--- config.mk ---
export PLATFORM = sky130hd
export DESIGN_NAME = ps2_host_transmitter
export DESIGN_NICKNAME = d
export VERILOG_FILES = /design/src/rtl/ps2_host_transmitter.sv
export SDC_FILE = /design/constraint.sdc
export NUM_CORES = 1
export LEC_CHECK = 0
export BUFFER_PORTS_ARGS = -buffer_cell sky130_fd_sc_hd__buf_2
export CORE_AREA = 5 5 108 110
export DETAILED_ROUTE_END_ITERATION = 10
export DIE_AREA = 0 0 113 115
export PLACE_DENSITY_LB_ADDON = 0.3
export SETUP_SLACK_MARGIN = 0.02
export SLEW_MARGIN = 40
export SYNTH_ARGS = -nofsm -noshare
export SYNTH_HDL_FRONTEND = slang
export SYNTH_SLANG_ARGS = --single-unit
--- constraint.sdc ---
create_clock -name CLK -period 5 [get_ports CLK]
set_input_delay 1.25 -clock CLK [delete_from_list [all_inputs] [get_ports CLK]]
set_output_delay 1.25 -clock CLK [all_outputs]
set_load 0.005 [all_outputs]
--- src/rtl/ps2_host_transmitter.sv ---
// Host-to-device PS/2 command transmitter: inhibits the bus, issues request-to-send,
// shifts one odd-parity frame on device-generated clock edges and checks the device ACK.
module ps2_host_transmitter #(
    parameter int INHIBIT_CYCLES = 6000,
    parameter int TIMEOUT_CYCLES = 750000,
    parameter int SYNC_STAGES    = 2
) (
    input  logic       CLK,
    input  logic       RST_N,
    input  logic [7:0] TX_DATA,
    input  logic       TX_VALID,
    output logic       TX_READY,
    output logic       TX_DONE,
    output logic       TX_ERROR,
    output logic       BUSY,
    input  logic       PS2_CLK_IN,
    input  logic       PS2_DATA_IN,
    output logic       PS2_CLK_DRIVE_LOW,
    output logic       PS2_DATA_DRIVE_LOW
);
    localparam int INH_W = $clog2(INHIBIT_CYCLES + 1);
    localparam int TO_W  = $clog2(TIMEOUT_CYCLES + 1);

    typedef enum logic [2:0] {
        S_IDLE,
        S_INHIBIT,
        S_RTS,
        S_SHIFT,
        S_ACK,
        S_WAIT_IDLE
    } state_t;

    state_t                 state_q, state_d;
    logic [SYNC_STAGES-1:0] clk_sync_q, clk_sync_d;
    logic [SYNC_STAGES-1:0] data_sync_q, data_sync_d;
    logic                   clk_prev_q, clk_prev_d;
    logic [INH_W-1:0]       inh_cnt_q, inh_cnt_d;
    logic [TO_W-1:0]        to_cnt_q, to_cnt_d;
    logic [3:0]             bit_cnt_q, bit_cnt_d;
    logic [9:0]             shift_q, shift_d;
    logic                   ready_q, ready_d;
    logic                   done_q, done_d;
    logic                   err_q, err_d;
    logic                   busy_q, busy_d;
    logic                   clk_drv_q, clk_drv_d;
    logic                   data_drv_q, data_drv_d;

    logic clk_s, data_s, fall, timeout;

    assign clk_s   = clk_sync_q[SYNC_STAGES-1];
    assign data_s  = data_sync_q[SYNC_STAGES-1];
    assign fall    = clk_prev_q & ~clk_s;
    assign timeout = (to_cnt_q == TO_W'(TIMEOUT_CYCLES - 1));

    always_comb begin
        state_d     = state_q;
        clk_sync_d  = {clk_sync_q[SYNC_STAGES-2:0], PS2_CLK_IN};
        data_sync_d = {data_sync_q[SYNC_STAGES-2:0], PS2_DATA_IN};
        clk_prev_d  = clk_s;
        inh_cnt_d   = inh_cnt_q;
        to_cnt_d    = to_cnt_q;
        bit_cnt_d   = bit_cnt_q;
        shift_d     = shift_q;
        clk_drv_d   = clk_drv_q;
        data_drv_d  = data_drv_q;
        done_d      = 1'b0;
        err_d       = 1'b0;

        case (state_q)
            S_IDLE: begin
                clk_drv_d  = 1'b0;
                data_drv_d = 1'b0;
                if (TX_VALID && ready_q) begin
                    // Frame is shifted LSB first: data, odd parity, stop.
                    shift_d   = {1'b1, ~^TX_DATA, TX_DATA};
                    inh_cnt_d = '0;
                    clk_drv_d = 1'b1;
                    state_d   = S_INHIBIT;
                end
            end
            S_INHIBIT: begin
                if (inh_cnt_q == INH_W'(INHIBIT_CYCLES - 1)) begin
                    data_drv_d = 1'b1;
                    state_d    = S_RTS;
                end else begin
                    inh_cnt_d = inh_cnt_q + INH_W'(1);
                end
            end
            S_RTS: begin
                clk_drv_d = 1'b0;
                to_cnt_d  = '0;
                bit_cnt_d = '0;
                state_d   = S_SHIFT;
            end
            S_SHIFT, S_ACK, S_WAIT_IDLE: begin
                // Timeout wins over any clock edge arriving in the same cycle.
                if (timeout) begin
                    clk_drv_d  = 1'b0;
                    data_drv_d = 1'b0;
                    err_d      = 1'b1;
                    state_d    = S_IDLE;
                end else begin
                    to_cnt_d = to_cnt_q + TO_W'(1);
                    if (state_q == S_SHIFT) begin
                        if (fall) begin
                            // Edge 10 shifts out the stop bit, which releases the line.
                            data_drv_d = ~shift_q[0];
                            shift_d    = {1'b0, shift_q[9:1]};
                            bit_cnt_d  = bit_cnt_q + 4'd1;
                            if (bit_cnt_q == 4'd9) begin
                                state_d = S_ACK;
                            end
                        end
                    end else if (state_q == S_ACK) begin
                        if (fall) begin
                            if (data_s) begin
                                err_d   = 1'b1;
                                state_d = S_IDLE;
                            end else begin
                                state_d = S_WAIT_IDLE;
                            end
                        end
                    end else begin
                        if (clk_s && data_s) begin
                            done_d  = 1'b1;
                            state_d = S_IDLE;
                        end
                    end
                end
            end
            default: begin
                clk_drv_d  = 1'b0;
                data_drv_d = 1'b0;
                state_d    = S_IDLE;
            end
        endcase

        // Ready stays low through the completion pulse and rises one cycle later.
        ready_d = (state_d == S_IDLE) && !done_d && !err_d;
        busy_d  = !ready_d;
    end

    always_ff @(posedge CLK) begin
        if (!RST_N) begin
            state_q     <= S_IDLE;
            clk_sync_q  <= '1;
            data_sync_q <= '1;
            clk_prev_q  <= 1'b0;
            inh_cnt_q   <= '0;
            to_cnt_q    <= '0;
            bit_cnt_q   <= '0;
            shift_q     <= '0;
            ready_q     <= 1'b1;
            done_q      <= 1'b0;
            err_q       <= 1'b0;
            busy_q      <= 1'b0;
            clk_drv_q   <= 1'b0;
            data_drv_q  <= 1'b0;
        end else begin
            state_q     <= state_d;
            clk_sync_q  <= clk_sync_d;
            data_sync_q <= data_sync_d;
            clk_prev_q  <= clk_prev_d;
            inh_cnt_q   <= inh_cnt_d;
            to_cnt_q    <= to_cnt_d;
            bit_cnt_q   <= bit_cnt_d;
            shift_q     <= shift_d;
            ready_q     <= ready_d;
            done_q      <= done_d;
            err_q       <= err_d;
            busy_q      <= busy_d;
            clk_drv_q   <= clk_drv_d;
            data_drv_q  <= data_drv_d;
        end
    end

    assign TX_READY           = ready_q;
    assign TX_DONE            = done_q;
    assign TX_ERROR           = err_q;
    assign BUSY               = busy_q;
    assign PS2_CLK_DRIVE_LOW  = clk_drv_q;
    assign PS2_DATA_DRIVE_LOW = data_drv_q;
endmodule

**Word-level counts from Yosys, hierarchy flattened**

Cells that the tools add are included.

- Add/sub/neg operators: 3
- Multipliers: 0
- Divide/modulo/power cells: 0
- Order comparisons: 0
- Equal/unequal tests: 17
- Shift-type cells: 0
- Muxes and demuxes: 44
- Bitwise operators: 5
- Reductions and logical operators: 20

Operator list:

| kind | number |
|---|---|
| $mux W10 | 4 |
| $pmux W20 S2 | 1 |
| $mux W3 | 10 |
| $mux W13 | 2 |
| $pmux W13 S2 | 1 |
| $add A20 B1 Y20 const B | 1 |
| $eq A20 B20 Y1 const B | 1 |
| $mux W20 | 1 |
| $pmux W10 S2 | 1 |
| $mux W1 | 17 |
| $ne A2 B2 Y1 const B | 7 |
| $add A13 B1 Y13 const B | 1 |
| $eq A13 B13 Y1 const B | 1 |
| $mux W4 | 3 |
| $pmux W3 S4 | 1 |
| $pmux W4 S2 | 1 |
| $reduce_and A4 Y1 | 2 |
| $reduce_xnor A8 Y1 | 1 |
| $eq A3 B2 Y1 const B | 2 |
| $eq A3 B3 Y1 const B | 2 |
| $logic_not A3 Y1 | 2 |
| $ne A3 B3 Y1 const B | 2 |
| $pmux W1 S3 | 2 |
| $reduce_bool A2 Y1 | 3 |
| other kinds (11) | 20 |

- Flip-flop bits (word level): 61
- Bits in latches: 0
- Memory bits (writable): 0
- ROM bits: 0
- Bits of input ports: 13
- Output and inout port bits: 6
- Logic and storage cells: 103
- Memories kept: 0

**Logic depth before layout (Yosys ltp)**

- Depth in word-level cells: 11
- Depth in mapped cells: 7

**Worst setup path after synthesis**

OpenSTA, ideal clock, no wires.

- Path kind: input to register
- Start point: input RST_N
- End point: register busy_q (netlist: BUSY)
- Data arrival time: 2.499 ns
- Required time: 4.866 ns
- Setup slack: 2.367 ns
- Stages: 6
- Cells stage by stage: clkbuf_1 > nor2b_1 > and3_1 > a31oi_1 > o21ai_0 > or4_1

RTL lines:

| what | RTL line | source |
|---|---|---|
| start, declared | 9 | `input logic RST_N,` |
| end signal, assigned | 171 | `busy_q <= busy_d;` |
| end, declared | 44 | `logic busy_q, busy_d;` |

**Final worst setup path**

- Start point: input TX_VALID
- End point: register inh_cnt_q[12]

- Word-level cells in the longest chain between the ends: 3

RTL lines:

| what | RTL line | source |
|---|---|---|
| start, declared | 11 | `input logic TX_VALID,` |
| $logic_and A1 B1 Y1 | 73 | `if (TX_VALID && ready_q) begin` |
| $ne A2 B2 Y1 (no source line) | - |  |
| $reduce_and A3 Y1 (no source line) | - |  |
| end signal, assigned | 164 | `inh_cnt_q <= inh_cnt_d;` |
| end, declared | 37 | `logic [INH_W-1:0] inh_cnt_q, inh_cnt_d;` |

Every way passes these cells.
A chain may end at the register's enable or synchronous reset.

==> impl_metrics.ini <==
[yosys]
synth_seq_cells = 61
synth_top_area_share_pct = 39.3
yosysTopAreaCell = dfxtp_1
seq_area_frac_synth_pct = 39.3
synth_fp_nets = 386
syn_area_per_cell_um2 = 8.43
async_flop_share_pct = 0
netlist_area_um2 = 3110
yosysWarnings = 0
synth_area_leaders = dfxtp_1 39%, nand2_1 5.8%, xnor2_1 5.1%, nor2_1 3.7%, nand4_1 3.6%
syn_inst = 369
synth_edf_count = 0
synthFlopType = dfxtp_1
synthDistinctLibCells = 55

[clock_network]
numCtsBuffers = 9
cts_max_level = 3
root_buffer = clkbuf_8
cts_resized = 0
post_cts_buffers = 0
clkLatencyLatePin_ns = 0.35
cts_tree = yes
cts_max_path_buffers = 2
cts_hold_buf = 0
clk_pin_slew_ns = 0.07
cts_sinks = 61

[finish]
fin_cells = 525
antenna_cells = 0
syn_to_final_growth_pct = 13.4
fin_util_pct = 33.3
layout.nets = 397
layout-drive-gt1-share_pct = 11.4

[detailed_routing]
wl_per_cell_um = 14.1
drt-pass1-iter-count = 4
drt-total-wl_um = 7400
num_vias = 2717
ant_nets = 0
vias_per_cell = 5.18
drc = 0
drtIter0Drc = 256

[place]
routabilityCongestion = 0.859
dp_hpwl_um = 5120
dp.cells = 509
port_buffers = 18

[setup_path]
crit_fanout = 17
critical_path_class = primary input to flip-flop
cp-end-kind = flip-flop
worstPathArrival_ns = 2.81
worstPathRequired_ns = 5.22
start_kind = primary input

[sta]
relSlewSlack_pct = 52.4
setup_tns_ns = 0
fin_crit_ns = 2.59
tightestPinTransition_ns = 0.712
slew_viol_final = 0
rsz0062_at_grt = no
hold_viol = 0
finalCritPeriodShare_pct = 51.8
setup_viol = 0
max_clock_freq_mhz = 386
finalClockSkew_ns = 0.0111

[grt]
grt_remaining_overflow = 0
grt_max_degree = 20
globalRouteTotalUtil_pct = 11.6
grt_pass1_vias = 2467
grt_pass1_wl_um = 12200
antenna_found_initial = 0

[power_and_ir_drop]
power_density_nw_per_um2 = 296
power.leakage_uw = 0.00123
max-vdd-ir-drop_mv = 0.102

[floorplanning]
die_w_um = 113
die_area_um2 = 13000
fp.dieH_um = 115
row_count = 38
pin_count = 19
core_um2 = 10600
floorplan.initialDensity_pct = 29.3

[worst_hold_path]
min_path_type = flip-flop to flip-flop

[status]
status = finished, final reports clean

[run]
drv_cap = 0
==> cells in the mapped netlist (all sizes together) (5+ instances only) <==
cell type,n
nand2b,11
a311oi,9
xor2,12
a211oi,14
nor2,31
and3,6
xnor2,18
dfxtp,61
a2111oi,5
inv,10
clkbuf,15
nand2,48
o21ai,11
nand4,18
nor3,5
nand3,13
a21oi,15
==> placed cells by master (no fill, tap or decap), types with 3 or more instances in the layout <==
master	count
a211oi_1	13
a311oi_1	9
nor2_1	31
nor2b_1	3
o2111ai_1	3
nand3_1	13
xor2_1	12
nand4_1	18
inv_1	10
and3_1	6
a21oi_1	14
clkbuf_8	10
nand2_1	48
dfxtp_1	61
or3_1	3
a2111oi_0	5
mux2i_1	4
nor4_1	3
nand2b_1	11
buf_2	18
and2_1	4
o21a_1	3
xnor2_1	18
o21ai_0	9
clkinvlp_4	3
nor3_1	5
ha_1	4
a2111o_1	3
==> cell families after synthesis <==
group,after synthesis,share of synthesized area [%]
AO/OA/AOI/OAI,81,19.5
XOR/XNOR,30,8.45
adder cells (fa/ha/maj),4,1.61
buffers and inverters,29,3.50
flip-flops,61,39.3
multiplexers,5,1.65
AND/OR/NAND/NOR,159,26.0
==> sequential cells by signal (all words and copies together) (netlist names) <==
register,count
to_cnt_q,20
state_q,3
TX_READY,1
data_sync_q,2
TX_DONE,1
clk_prev_q,1
shift_q,10
PS2_DATA_DRIVE_LOW,1
BUSY,1
PS2_CLK_DRIVE_LOW,1
bit_cnt_q,4
clk_sync_q,2
inh_cnt_q,13
TX_ERROR,1
==> final cells by class <==
cell class	count	area, µm²
fillers	1104	7080
multi-input cells	279	1790
flip-flops and latches	61	1220
well taps	140	175
clock buffers	10	138
repair buffers	19	101
clock inverters	6	62.6
inverters	10	37.5
==> critical path: stages <==
cell,delay [ns]
buf_2,0.09
nand4_1,0.56
a2111oi_0,0.68
xnor2_1,0.17
nor2_1,0.06
==> path summary, 6_finish.rpt <==
kind	slack, ns	cells after the start	to	from
worst max register to register	2.42	5	to_cnt_q[4]$_SDFFE_PN0P_	state_q[1]$_SDFF_PN0_
worst max-delay path	2.41	5	inh_cnt_q[12]$_SDFFE_PN0P_	TX_VALID
worst min-delay path	0.41	1	clk_sync_q[1]$_SDFF_PN1_	clk_sync_q[0]$_SDFF_PN1_
worst min register to register	0.41	1	clk_sync_q[1]$_SDFF_PN1_	clk_sync_q[0]$_SDFF_PN1_
==> through the flow <==
| step | area [µm²] | setup WS, ns | hold WS [ns] | power (µW) |
|---|---|---|---|---|
| 2_1_floorplan | 3110 | 2.37 | 0.386 | 582 |
| 3_3_place_gp | 3300 | 2.09 | 0.402 | 607 |
| 3_5_place_dp | 3320 | 2.04 | 0.398 | 610 |
| 4_1_cts | 3520 | 2.20 | 0.416 | 1060 |
| 5_1_grt | 3530 | 2.20 | 0.420 | 1090 |
| 6_report | 3530 | 2.41 | 0.414 | 1040 |
==> routing by layer <==
metal | vias up | part of all wire [%] | track usage (%)
met2 | 42 | 46 | 18.1
met5 | - | 0 | 0
li1 | 1362 | - | -
met1 | 1298 | 48 | 15.2
met3 | 15 | 3.7 | 2.95
met4 | 0 | 2.3 | 5.29
==> where the power goes <==
group	total [µW]	leakage, µW	switching, µW	internal (µW)
sequential	514	0.000496	12.8	501
clock	445	0.0000943	203	242
combinational	85.2	0.000643	50.1	35.1
No activity file was read; power rests on OpenSTA's default activity.
